--- config.mk ---
export PLATFORM = sky130hd
export DESIGN_NAME = prefetch_ctrl_flat
export DESIGN_NICKNAME = d
export VERILOG_FILES = /design/src/rtl/prefetch_ctrl_pkg.sv /design/src/rtl/prefetch_ctrl_if.sv /design/src/rtl/prefetch_len_calc.sv /design/src/rtl/prefetch_ctrl.sv /design/src/flat_wrapper.sv
export SDC_FILE = /design/constraint.sdc
export NUM_CORES = 1
export LEC_CHECK = 0
export CAP_MARGIN = 20
export CELL_PAD_IN_SITES_DETAIL_PLACEMENT = 2
export CELL_PAD_IN_SITES_GLOBAL_PLACEMENT = 2
export CORE_ASPECT_RATIO = 1.75
export CORE_MARGIN = 5
export CORE_UTILIZATION = 32
export DETAILED_ROUTE_END_ITERATION = 7
export PLACE_DENSITY = 0.92
export SYNTH_ARGS = -nofsm -noshare
export SYNTH_HDL_FRONTEND = slang
export SYNTH_SLANG_ARGS = --single-unit
--- constraint.sdc ---
create_clock -name clk -period 3.4 [get_ports clk]
set_input_delay 0.68 -clock clk [delete_from_list [all_inputs] [get_ports clk]]
set_output_delay 0.68 -clock clk [all_outputs]
set_load 0.03 [all_outputs]
--- src/rtl/prefetch_ctrl_pkg.sv ---
// Shared state encodings, fault codes and small helpers for the instruction prefetch controller.
// Fault states reuse the fault codes so a fault state is recognisable by a single compare.
package prefetch_ctrl_pkg;

  localparam logic [2:0] PREFETCH_MIN_FAULT = 3'd5;
  localparam logic [2:0] PREFETCH_GP_FAULT  = 3'd5;
  localparam logic [2:0] PREFETCH_PF_FAULT  = 3'd6;

  typedef enum logic [2:0] {
    ST_IDLE   = 3'd0,
    ST_REQ    = 3'd1,
    ST_WAIT   = 3'd2,
    ST_FLUSH  = 3'd3,
    ST_STOP   = 3'd4,
    ST_FLT_GP = PREFETCH_GP_FAULT,
    ST_FLT_PF = PREFETCH_PF_FAULT
  } state_t;

  function automatic logic is_fault(input state_t s);
    return 3'(s) >= PREFETCH_MIN_FAULT;
  endfunction

  // Bytes from eip up to and including limit; 33 bits so a full 4 GiB segment fits.
  function automatic logic [32:0] bytes_to_limit(input logic [31:0] limit, input logic [31:0] eip);
    return {1'b0, limit} - {1'b0, eip} + 33'd1;
  endfunction

endpackage

--- src/rtl/prefetch_ctrl_if.sv ---
// Instruction-cache request channel: one request in flight, completed by done or a page fault.
// The prefetch controller drives the master side, the icache the slave side.
interface prefetch_ctrl_if;
  logic        icache_req;
  logic [31:0] icache_address;
  logic [4:0]  icache_length;
  logic        icache_accept;
  logic        icache_done;
  logic        icache_pf;

  modport master (
    output icache_req, icache_address, icache_length,
    input  icache_accept, icache_done, icache_pf
  );

  modport slave (
    input  icache_req, icache_address, icache_length,
    output icache_accept, icache_done, icache_pf
  );
endinterface

--- src/rtl/prefetch_len_calc.sv ---
// Request length: bytes to the end of the current line, clipped to the bytes left before the limit.
// Purely combinational.
module prefetch_len_calc #(
  parameter int LINE_BYTES = 16
) (
  input  logic [$clog2(LINE_BYTES)-1:0] offset,
  input  logic [32:0]                   left,
  output logic [4:0]                    length
);

  logic [32:0] room;

  assign room   = 33'(LINE_BYTES) - 33'(offset);
  assign length = (left < room) ? left[4:0] : room[4:0];

endmodule

--- src/rtl/prefetch_ctrl.sv ---
// Prefetch sequencer: walks the code segment in line-sized icache requests, pushes GP/PF markers on faults.
// Requests need two free FIFO slots; a restart during an in-flight request flushes its completion.
module prefetch_ctrl
  import prefetch_ctrl_pkg::*;
#(
  parameter int FIFO_DEPTH = 16,
  parameter int LINE_BYTES = 16
) (
  input  logic                 clk,
  input  logic                 rst_n,
  input  logic                 pr_reset,
  input  logic [31:0]          prefetch_eip,
  input  logic [31:0]          cs_base,
  input  logic [31:0]          cs_limit,
  input  logic [4:0]           prefetchfifo_used,
  prefetch_ctrl_if.master      icache,
  output logic                 prefetchfifo_limit_do,
  output logic                 prefetchfifo_pf_do,
  output logic                 prefetch_busy
);

  localparam int OFF_W = $clog2(LINE_BYTES);

  state_t      state, state_nxt;
  logic [31:0] linear;
  logic [32:0] left;
  logic [32:0] left_after;
  logic [4:0]  len_q;
  logic [4:0]  len_calc;
  logic        req_hold;
  logic        gp_pending;
  logic        restart_gp;
  logic        credit_ok;
  logic        fifo_space;
  logic        req_int;
  logic        limit_int;
  logic        pf_int;
  logic        busy_int;
  state_t      restart_state;

  prefetch_len_calc #(
    .LINE_BYTES (LINE_BYTES)
  ) u_len_calc (
    .offset (linear[OFF_W-1:0]),
    .left   (left),
    .length (len_calc)
  );

  assign restart_gp    = prefetch_eip > cs_limit;
  assign restart_state = restart_gp ? ST_FLT_GP : ST_REQ;
  assign credit_ok     = (32'(prefetchfifo_used) + 32'd2) <= 32'(FIFO_DEPTH);
  assign fifo_space    = 32'(prefetchfifo_used) < 32'(FIFO_DEPTH);
  assign left_after    = left - {28'd0, len_q};

  always_ff @(posedge clk or negedge rst_n) begin
    if (!rst_n) begin
      state <= ST_IDLE;
    end else begin
      state <= state_nxt;
    end
  end

  always_comb begin
    state_nxt = state;
    if (pr_reset) begin
      // A restart with a request in flight must still swallow that request's completion.
      state_nxt = (state == ST_WAIT || state == ST_FLUSH) ? ST_FLUSH : restart_state;
    end else begin
      case (state)
        ST_REQ: begin
          if (req_int && icache.icache_accept) state_nxt = ST_WAIT;
        end
        ST_WAIT: begin
          if (icache.icache_pf)        state_nxt = ST_FLT_PF;
          else if (icache.icache_done) state_nxt = (left_after == 33'd0) ? ST_FLT_GP : ST_REQ;
        end
        ST_FLUSH: begin
          if (icache.icache_done || icache.icache_pf) state_nxt = gp_pending ? ST_FLT_GP : ST_REQ;
        end
        default: begin
          if (is_fault(state) && fifo_space) state_nxt = ST_STOP;
        end
      endcase
    end
  end

  always_comb begin
    req_int   = 1'b0;
    limit_int = 1'b0;
    pf_int    = 1'b0;
    busy_int  = 1'b1;
    case (state)
      ST_REQ:           req_int  = !pr_reset && (credit_ok || req_hold);
      ST_IDLE, ST_STOP: busy_int = 1'b0;
      default:          ;
    endcase
    if (is_fault(state) && fifo_space && !pr_reset) begin
      limit_int = (state == ST_FLT_GP);
      pf_int    = (state == ST_FLT_PF);
    end
  end

  always_ff @(posedge clk or negedge rst_n) begin
    if (!rst_n) begin
      linear     <= 32'd0;
      left       <= 33'd0;
      len_q      <= 5'd0;
      req_hold   <= 1'b0;
      gp_pending <= 1'b0;
    end else if (pr_reset) begin
      linear     <= cs_base + prefetch_eip;
      left       <= bytes_to_limit(cs_limit, prefetch_eip);
      gp_pending <= restart_gp;
      req_hold   <= 1'b0;
    end else begin
      // Once offered, a request is held even if FIFO credit later dips.
      if (state == ST_REQ) req_hold <= req_int && !icache.icache_accept;
      if (req_int && icache.icache_accept) len_q <= len_calc;
      if (state == ST_WAIT && icache.icache_done && !icache.icache_pf) begin
        linear <= linear + {27'd0, len_q};
        left   <= left_after;
      end
    end
  end

  assign icache.icache_req      = req_int;
  assign icache.icache_address  = linear;
  assign icache.icache_length   = len_calc;
  assign prefetchfifo_limit_do  = limit_int;
  assign prefetchfifo_pf_do     = pf_int;
  assign prefetch_busy          = busy_int;

endmodule

--- src/flat_wrapper.sv ---
// flat-port wrapper written by rule: the top's interface ports become plain ports
module prefetch_ctrl_flat import prefetch_ctrl_pkg::*;
#(
  parameter int FIFO_DEPTH = 16,
  parameter int LINE_BYTES = 16
)
  (clk, rst_n, pr_reset, prefetch_eip, cs_base, cs_limit, prefetchfifo_used, prefetchfifo_limit_do, prefetchfifo_pf_do, prefetch_busy, icache_icache_req, icache_icache_address, icache_icache_length, icache_icache_accept, icache_icache_done, icache_icache_pf);
  prefetch_ctrl_if icache_i ();
  input  logic clk;
  input  logic rst_n;
  input  logic pr_reset;
  input  logic [31:0] prefetch_eip;
  input  logic [31:0] cs_base;
  input  logic [31:0] cs_limit;
  input  logic [4:0] prefetchfifo_used;
  output logic prefetchfifo_limit_do;
  output logic prefetchfifo_pf_do;
  output logic prefetch_busy;
  output wire logic [$bits(icache_i.icache_req)-1:0] icache_icache_req;
  output wire logic [$bits(icache_i.icache_address)-1:0] icache_icache_address;
  output wire logic [$bits(icache_i.icache_length)-1:0] icache_icache_length;
  input wire logic [$bits(icache_i.icache_accept)-1:0] icache_icache_accept;
  input wire logic [$bits(icache_i.icache_done)-1:0] icache_icache_done;
  input wire logic [$bits(icache_i.icache_pf)-1:0] icache_icache_pf;
  assign icache_icache_req = icache_i.icache_req;
  assign icache_icache_address = icache_i.icache_address;
  assign icache_icache_length = icache_i.icache_length;
  assign icache_i.icache_accept = icache_icache_accept;
  assign icache_i.icache_done = icache_icache_done;
  assign icache_i.icache_pf = icache_icache_pf;
  prefetch_ctrl #(.FIFO_DEPTH(FIFO_DEPTH), .LINE_BYTES(LINE_BYTES)) u_core (.clk(clk), .rst_n(rst_n), .pr_reset(pr_reset), .prefetch_eip(prefetch_eip), .cs_base(cs_base), .cs_limit(cs_limit), .prefetchfifo_used(prefetchfifo_used), .icache(icache_i), .prefetchfifo_limit_do(prefetchfifo_limit_do), .prefetchfifo_pf_do(prefetchfifo_pf_do), .prefetch_busy(prefetch_busy));
endmodule
# Word-level counts from Yosys, hierarchy flattened
# Cells that the tools add are included.
[word_totals] reg_bits=75 latchBits=0 ram_bits=0 mem_bits_ro=0 inputBits=107 output_inout_bits=41 word_cells=71 mem_count=0
[op_classes] add_sub_neg=7 multipliers=0 n_div=0 order_cmp=5 n_eq_ne=9 shifts=0 muxes=22 bitwise=1 n_reduce_logical=21
[op_table] operator="33-bit two-way mux" count=2
[op_table] operator="32-bit two-way mux" count=2
[op_table] operator="33-bit by 1-bit adder with 33-bit output (second input constant)" count=1
[op_table] operator="33-bit zero test" count=1
[op_table] operator="33-bit < comparator" count=1
[op_table] operator="32-bit by 32-bit subtractor with 33-bit output" count=1
[op_table] operator="33-bit by 5-bit subtractor with 33-bit output" count=1
[op_table] operator="32-bit adder" count=1
[op_table] operator="32-bit by 5-bit adder with 32-bit output" count=1
[op_table] operator="32-bit > comparator" count=1
[op_table] operator="32-bit by 5-bit less-or-equal comparator with 1-bit output (second input constant)" count=1
[op_table] operator="3-bit two-way mux" count=10
[op_table] operator="3-bit equality test (second input constant)" count=3
[op_table] operator="3-bit one-hot mux with 3 select lines" count=1
[op_table] operator="1-bit logical AND" count=7
[op_table] operator="5-bit by 2-bit adder with 6-bit output (second input constant)" count=1
[op_table] operator="3-bit by 2-bit equality test with 1-bit output (second input constant)" count=2
[op_table] operator="1-bit two-way mux" count=6
[op_table] operator="5-bit by 4-bit subtractor with 6-bit output (first input constant)" count=1
[op_table] operator="5-bit < comparator (second input constant)" count=1
[op_table] operator="5-bit two-way mux" count=1
[op_table] operator="5-bit nonzero test" count=1
[op_table] operator="4-bit inequality test (second input constant)" count=1
[op_table] operator="4-bit AND reduction" count=1
[op_table] operator="other kinds (11)" count=16

# Logic depth before layout (Yosys ltp)
# Gate-level depths: netlist (run 1).
[depth] depth_word=9 ltp_mapped=15 ltp_nobuf=15

# By module
# Synthesis (run 1) repeated with hierarchy kept, for this count alone.
[hier_totals] hier_cells=1196 hier_area_um2=9444.1
[modules_own_cells] module="prefetch_ctrl" n_inst=1 cells_per_inst=1160 area_per_inst_um2=9157.5 seq_area_each_um2=1876.8
[modules_own_cells] module="prefetch_len_calc" n_inst=1 cells_per_inst=36 area_per_inst_um2=286.5 seq_area_each_um2=0.0

# Least setup slack after synthesis (run 1)
# OpenSTA, ideal clock, no wires.
[synth_path] path_type="input to register" from="in cs_limit[1]" to="reg u_core.left[21]" setup_time_ns=0.120 arrival_ns=3.354 required_time_ns=3.280 setup_slack_ns=-0.074 path_stages=15 n_path_buf=0 path_cell_list="inv_1 -> ha_1 -> inv_1 -> ha_1 -> inv_1 -> fa_1 -> nand2b_1 -> a21oi_1 -> o311ai_0 -> nand2_1 -> a21o_1 -> a21oi_1 -> o21ai_0 -> a2111o_1 -> o211a_1"
[synth_via] elab_chain_cells=3
[synth_lines] item="start, declared" line_no="flat_wrapper.sv:14" text="input logic [31:0] cs_limit;"
[synth_lines] item="32-bit by 32-bit subtractor with 33-bit output" line_no="prefetch_ctrl_pkg.sv:25" text="return {1'b0, limit} - {1'b0, eip} + 33'd1;"
[synth_lines] item="33-bit by 1-bit adder with 33-bit output" line_no="prefetch_ctrl_pkg.sv:25"
[synth_lines] item="33-bit two-way mux" line_no="prefetch_ctrl.sv:110" text="end else if (pr_reset) begin"
[synth_lines] item="end signal, assigned" line_no="prefetch_ctrl.sv:112" text="left <= bytes_to_limit(cs_limit, prefetch_eip);"
[synth_lines] item="end signal, assigned" line_no="prefetch_ctrl.sv:121" text="left <= left_after;"
[synth_lines] item="end, declared" line_no="prefetch_ctrl.sv:26" text="logic [32:0] left;"
# Every way passes these cells.
# A chain may end at the register's enable or synchronous reset.

# Worst setup path after layout (run 1)
[layout_path] from="in prefetch_eip[4]" to="reg u_core.left[18]"
[layout_via] elab_chain_cells=3
[layout_lines] item="start, declared" line_no="flat_wrapper.sv:12" text="input logic [31:0] prefetch_eip;"
[layout_lines] item="32-bit by 32-bit subtractor with 33-bit output" line_no="prefetch_ctrl_pkg.sv:25"
[layout_lines] item="33-bit by 1-bit adder with 33-bit output" line_no="prefetch_ctrl_pkg.sv:25"
[layout_lines] item="33-bit two-way mux" line_no="prefetch_ctrl.sv:110"
# Every way passes these cells.

==> run_results.csv, run 1 <==
group,metric,value,unit
timing,hold_ws,223,ps
layout,nets,1827,
timing,hold_viol,0,
critical_path,crit_chain,"clkdlybuf4s15_2, inv_2, ha_2, ha_2, o21ai_2, o21bai_2, o21ai_0, o21a_1, o21ai_0, a211oi_1, o21bai_1, nor4_1, a211oi_1",
synth,synth_fp_nets,1431,
drt,detail_route.wirelength,84500,microns
critical_path,critPathMaxFanout,3,
critical_path,end_kind,"register",
synth,synth-seq-cells,75,
synth,async_reset_ff_frac,1.00,
drt,drtIter0Drc,1641,
clocking,cts_buffers,9,
critical_path,arrival,4310,ps
run_status,violations,"setup timing",
global_route,grt_usage,0.406,
drt,routed_via_density,6.98,
power,cellLeakagePower,0.00672,uW
synth,synth_ff_type,"dfrtp_1",
floorplanning,die_x,138,microns
floorplanning,num_io_pins,148,
clocking,cts_tree,"built",
drt,drc,0,
critical_path,path_buf_inv,2,
power,peakVddDrop,531,uV
synth,yosysWarnings,0,
place,hpwl,41800,microns
drt,vias,13700,
global_route,use_met2,0.738,
synth,ys_seq_area_frac,0.204,
global_route,grt_overflow,0,
global_route,grt_max_degree,80,
critical_path,slowest_delay,980,ps
place,gp_congestion,0.870,
timing,min_period,4130,ps
floorplanning,core_area,0.0285,sq mm
layout,stdcell_area,0.0149,sq mm
timing,setup_slack,-731,ps
clocking,ctsLongestPathBuffers,2,
floorplanning,start_util,0.323,
layout,area_growth,61.8,%
run_status,outcome,"finished with violations",
synth,yosysTopAreaCell,"dfrtp_1",
timing,finalClockSkew,24.1,ps
timing,slew_headroom,0.202,
clocking,cts_root_buf,"clkbuf_16",
global_route,antenna_found_initial,1,
layout,final_util,0.523,
clocking,htreeDepth,3,
drt,firstDrtPassIters,6,
timing,fmax,242,MHz
power,pwr_density_cell,497,mW/mm^2
synth,synth_area_per_cell,7.82,sq um
critical_path,worstPathRequired,3580,ps
global_route,grt_util_met3,0.0823,
critical_path,ff2ff_path_depth,12,
clocking,cts_hold_buf,0,
hold_path,hp-class,"in2async",
clocking,clock_latency,400,ps
floorplanning,num_rows,82,
place,io_buffers,147,
synth,synth_cell_types,71,
clocking,cts_num_sinks,75,
critical_path,r2r_setup_slack,-670,ps
floorplanning,fp.dieH,234,microns
clocking,clkTransAtPathRegs,80,ps
critical_path,timing.rr.end,"u_core.left[18]$_DFFE_PN0P_",
critical_path,r2r_start,"u_core.left[0]$_DFFE_PN0P_",
floorplanning,die_area,0.0324,sq mm
timing,period_share,1.21,
synth,ys_top_cells_by_area,"dfrtp_1 (20%), ha_1 (19%), xnor2_1 (6.2%)",
timing,slew_violations,0,
critical_path,crit_start,"prefetch_eip[4]",
global_route,busiest_layer,"met2",
synth,synth_edf_count,0,
critical_path,critPathLaunchType,"input port",
timing,rsz0062_at_grt,"true",
critical_path,critPathTopFamily,"compound AO/OA/AOI/OAI gates",
timing,setup_viol,40,
timing,worst_pin_slew,1190,ps
drt,wl_per_cell,43.0,microns
drt,ant_nets,0,
global_route,grt_first_pass_wirelength,99000,microns
critical_path,path_class,"in2reg",
synth,synthesis.area,0.00922,sq mm
global_route,grt_use_met1,0.387,
global_route,grt_pass1_vias,14500,
layout,drive_gt1_frac,0.332,
synth,synth_top_area_share,0.204,
critical_path,cp_slowest_cell,"a211oi_1",
job,max_cap_viol_count,0,
place,placed_area,0.0128,sq mm
synth,syn_inst,1179,
==> flip-flops by register name, summed over array words and instances, names as in the netlist <==
register	cells
u_core.gp_pending	1
u_core.icache.icache_address	32
u_core.left	33
u_core.len_q	5
u_core.req_hold	1
u_core.state	3
==> cells in the final DEF, fill, tap and decap left out, drive strengths merged, types with 4 or more instances in the layout <==
cell type / instances
nand2b: 19
nor3: 30
dlymetal6s2s: 10
and3: 16
dfrtp: 75
o31ai: 4
or4: 9
nand3: 34
buf: 284
o21bai: 9
clkbuf: 25
ha: 141
clkdlybuf4s15: 4
o21a: 10
nor4b: 5
mux2: 4
dlygate4sd2: 23
nor4: 13
xnor2: 65
and4: 4
inv: 104
clkdlybuf4s50: 89
o22ai: 6
or3: 14
diode: 7
xor2: 41
a21oi: 97
nand4: 23
and2: 5
o21ai: 90
a31oi: 9
nor2: 93
a21o: 30
nand2: 92
nor2b: 12
fa: 4
mux2i: 8
a211oi: 21
==> cell families (layout without fill, tap and decap cells) <==
logic type,count (synthesis),after routing,synth area share
AND/OR/NAND/NOR,375,375,0.204
AO/OA/AOI/OAI,323,323,0.218
adder cells (fa/ha/maj),145,145,0.200
buffers and inverters,143,543,0.0593
XOR/XNOR,106,106,0.101
flip-flops,75,75,0.204
multiplexers,12,12,0.0136
other,0,7,0
==> area by class of cell <==
cell class	count	area, sq um
inverter	105	399
timing repair buffer	423	3560
clock buffer	12	267
tap	378	473
sequential	75	1880
multi-input combinational	961	8260
fill	2970	13600
clock inverter	3	46.3
antenna	7	17.5
==> stage by stage <==
| step | TNS [ps] | power (uW) | setup WS, ps | instances |
|---|---|---|---|---|
| after floorplan | 0 | 3040 | 22.5 | 1179 |
| after global placement | -15130 | 4330 | -704 | 1904 |
| after detailed placement | -28340 | 4740 | -1050 | 1904 |
| after CTS | -1370 | 6260 | -296 | 1935 |
| after global routing | -9580 | 7450 | -694 | 1960 |
| final | -10210 | 7410 | -731 | 1964 |
==> how the worst max path moves through the flow <==
stage          cells past startpoint                           to
2_1_floorplan                     13  u_core.left[32]$_DFFE_PN0P_
3_3_place_gp                      13  u_core.left[32]$_DFFE_PN0P_
3_5_place_dp                      14  u_core.left[32]$_DFFE_PN0P_
4_1_cts                           12      icache_icache_length[3]
5_1_grt                           12  u_core.left[18]$_DFFE_PN0P_
6_report                          13  u_core.left[18]$_DFFE_PN0P_
==> cells in the mapped netlist (all sizes together) (3+ instances only) <==
cell type and n:
a311oi 3, o21ai 90, nor3 30, o211ai 3
and4 4, fa 4, and3 16, mux2i 8
nor2 93, o21a 10, nor4b 5, a21oi 97
nor4 13, mux2 4, xor2 41, nor2b 12
nand3 34, o31ai 4, o22ai 6, nand3b 3
or3 14, ha 141, a21o 30, a31o 3
clkbuf 30, a2111oi 3, nand2 92, nand2b 19
a211oi 21, and2 5, inv 104, a31oi 9
o41ai 3, buf 8, nand4 23, xnor2 65
o21bai 9, or4 9, dfrtp 75
==> routing by layer <==
layer,share of wire,wire (microns)
met5,0.00056,47
met4,0.14,11700
met3,0.093,7830
met2,0.45,38200
met1,0.32,26600
==> where the power goes <==
part | switching (uW) | leakage (uW) | internal, uW
Combinational | 2920 | 0.00569 | 1830
Sequential | 400 | 0.000876 | 1100
Clock | 531 | 0.000151 | 629
Total | 3850 | 0.00672 | 3560
==> worst register-to-register path: stages (launching register included) <==
cell,delay [ps]
dfrtp_1,410
inv_1,160
ha_2,250
fa_2,280
nor2b_2,70
o21ai_2,200
a21oi_2,140
buf_4,160
nand2b_2,240
nor4_1,420
xor2_1,300
o21ai_0,220
a211oi_1,1000
==> timing repair <==
item                       CTS  global route
buffers inserted            18            23
setup endpoints to repair   43            37
resized for setup          211           160
pin swaps                   44            59
Power figures use the tool's default switching activity.
==> run 2: changes to the inputs <==
--- a/config.mk
+++ b/config.mk
@@ -13,6 +13,8 @@
 export CORE_UTILIZATION = 32
 export DETAILED_ROUTE_END_ITERATION = 7
 export PLACE_DENSITY = 0.92
+export SETUP_SLACK_MARGIN = 0.2
+export SKIP_LAST_GASP = 1
 export SYNTH_ARGS = -nofsm -noshare
 export SYNTH_HDL_FRONTEND = slang
 export SYNTH_SLANG_ARGS = --single-unit
==> run 2 against run 1 <==
The run still ends with setup timing left. Non-clock buffer count increased by 22. Die area unchanged. Final cell count rose by 0.97%. Final area rose by 4.8%. Register-to-register slack improved by 500 ps. Sequential share of layout area down 0.57 points. Routed wire length decreased by 2.7%. Flip-flop and latch count unchanged. Critical path depth increased by 1. Combinational power is 5.3% higher. First-iteration DRC count is 24% lower. Highest routed layer unchanged.
==> run_results.csv, run 2 (synthesis gave the netlist of run 1 again) <==
group,metric,value,unit
drt,ant_nets,0,
global_route,grt_overflow,0,
floorplanning,num_rows,82,
timing,hold_viol,0,
clocking,clock_latency,430,ps
critical_path,crit_start,"u_core.icache.icache_address[1]$_DFFE_PN0P_",
power,peakVddDrop,375,uV
timing,fmax,252,MHz
drt,firstDrtPassIters,8,
layout,drive_gt1_frac,0.390,
floorplanning,fp.dieH,234,microns
place,gp_congestion,0.875,
timing,slew_headroom,0.335,
timing,min_period,3960,ps
clocking,clkTransAtPathRegs,90,ps
critical_path,path_class,"reg2out",
timing,finalClockSkew,26.2,ps
place,hpwl,39400,microns
timing,rsz0062_at_grt,"true",
timing,setup_viol,14,
global_route,use_met2,0.739,
place,io_buffers,147,
clocking,htreeDepth,3,
power,pwr_density_cell,494,mW/mm^2
global_route,grt_first_pass_wirelength,98200,microns
job,max_cap_viol_count,0,
timing,slew_violations,0,
global_route,grt_pass1_vias,14400,
drt,wl_per_cell,41.5,microns
drt,drtIter0Drc,1244,
layout,top_register,"u_core.left",
critical_path,end_kind,"primary output",
layout,mostFrequentLayoutCells,"buf_4 (283), nor2_1 (85), inv_1 (80), nand2_1 (80), clkdlybuf4s50_1 (78)",
critical_path,worstPathRequired,2720,ps
power,cellLeakagePower,0.00693,uW
drt,detail_route.wirelength,82200,microns
critical_path,critPathMaxFanout,5,
clocking,ctsLongestPathBuffers,2,
layout,instances_no_fill,1983,
clocking,cts_tree,"built",
clocking,cts_num_sinks,75,
drt,routed_via_density,6.76,
layout,nFillCells,3014,
critical_path,r2r_setup_slack,-170,ps
place,dp.cells,1892,
layout,final_common_cell,"buf_4",
layout,stdcell_area,0.0156,sq mm
global_route,busiest_layer,"met2",
global_route,grt_use_met1,0.391,
place,placed_area,0.0128,sq mm
timing,period_share,1.17,
run_status,outcome,"finished with violations",
critical_path,arrival,3280,ps
floorplanning,start_util,0.323,
timing,setup_slack,-565,ps
floorplanning,num_io_pins,148,
critical_path,r2r_start,"u_core.icache.icache_address[0]$_DFFE_PN0P_",
timing,worst_pin_slew,998,ps
global_route,grt_usage,0.405,
drt,drc,0,
clocking,cts_root_buf,"clkbuf_16",
layout,nets,1849,
clocking,cts_hold_buf,0,
critical_path,critPathLaunchType,"register",
floorplanning,die_x,138,microns
floorplanning,die_area,0.0324,sq mm
hold_path,hp-class,"in2async",
layout,largest_reg_flops,33,
layout,area_growth,69.6,%
global_route,antenna_found_initial,5,
clocking,cts_buffers,9,
global_route,grt_util_met3,0.0766,
run_status,violations,"setup timing",
global_route,grt_max_degree,66,
floorplanning,core_area,0.0285,sq mm
place,dp_slack,-1080,ps
drt,vias,13400,
## run 2: cell count changes in the layout (fill, tap and decap cells not counted), sizes merged, moves of 2 or more
cell	previous run	this run
dlygate4sd2	23	21
inv	104	106
diode	7	3
dlymetal6s2s	10	12
clkdlybuf4s15	4	7
buf	284	313
clkdlybuf4s50	89	78
## run 2: final timing paths
path,end,cells after the start
max reg2reg,u_core.icache.icache_address[30]$_DFFE_PN0P_,15
max,icache_icache_length[1],14
max in group asynchronous,u_core.state[2]$_DFFE_PN0P_,2
min reg2reg,u_core.gp_pending$_DFFE_PN0P_,2
min,u_core.icache.icache_address[15]$_DFFE_PN0P_,1
min in group clk,u_core.req_hold$_DFFE_PN0P_,2
## run 2: what timing repair did
item	CTS	global route
pin swaps	74	103
endpoints found under the setup margin	57	43
setup buffers	29	43
hold endpoints to repair	0	0
gates resized for setup	328	196
## run 2: final cells by class
| type | instances | area, sq um | share of cell area |
|---|---|---|---|
| multi-input combinational | 961 | 8800 | 0.563 |
| timing repair buffer | 445 | 3730 | 0.239 |
| sequential | 75 | 1880 | 0.120 |
| tap | 378 | 473 | 0.0303 |
| inverter | 105 | 409 | 0.0262 |
| clock buffer | 12 | 267 | 0.0171 |
| clock inverter | 4 | 55.1 | 0.00352 |
| antenna | 3 | 7.51 | 0.000480 |
## run 2: per-stage QoR
stage / power, uW / setup TNS (ps) / util / hold WS (ps)
6_report: 7720 / -3470 / 0.548 / 405
3_5_place_dp: 4700 / -27920 / 0.448 / 544
4_1_cts: 6450 / -1680 / 0.511 / 466
5_1_grt: 7750 / -3720 / 0.548 / 466
2_1_floorplan: 3040 / 0 / - / 384
3_3_place_gp: 4330 / -13550 / 0.448 / 516
## run 2: per-layer routing
metal / vias to the layer above / wire, microns
li1: 5050 / -
met1: 6580 / 27000
met2: 1158 / 39000
met3: 618 / 6430
met4: 4 / 9750
met5: - / 28
## run 2: power by group
group,switching [uW],internal (uW)
sequential,422,1110
combinational,3030,1980
clock,551,635
## run 2: critical path, cell delays in order, from the launching register on
cell      delay (ps)
dfrtp_2          460
nor3_4           270
xnor2_2          160
inv_1             70
ha_2             190
a211oi_2         260
buf_4            220
nand3_4          100
nor4_4           250
buf_4            180
o21ai_4           50
buf_6            150
mux2i_1          210
buf_4            170
buf_12           120
==> run 3: changes to the inputs <==
--- a/config.mk
+++ b/config.mk
@@ -11,6 +11,7 @@
 export CORE_ASPECT_RATIO = 1.75
 export CORE_MARGIN = 5
 export CORE_UTILIZATION = 32
+export CTS_CLUSTER_SIZE = 12
 export DETAILED_ROUTE_END_ITERATION = 7
 export PLACE_DENSITY = 0.92
 export SETUP_SLACK_MARGIN = 0.2
==> results of run 3 <==
Same layout as run 2: the final DEF is identical, and so are final timing and power.
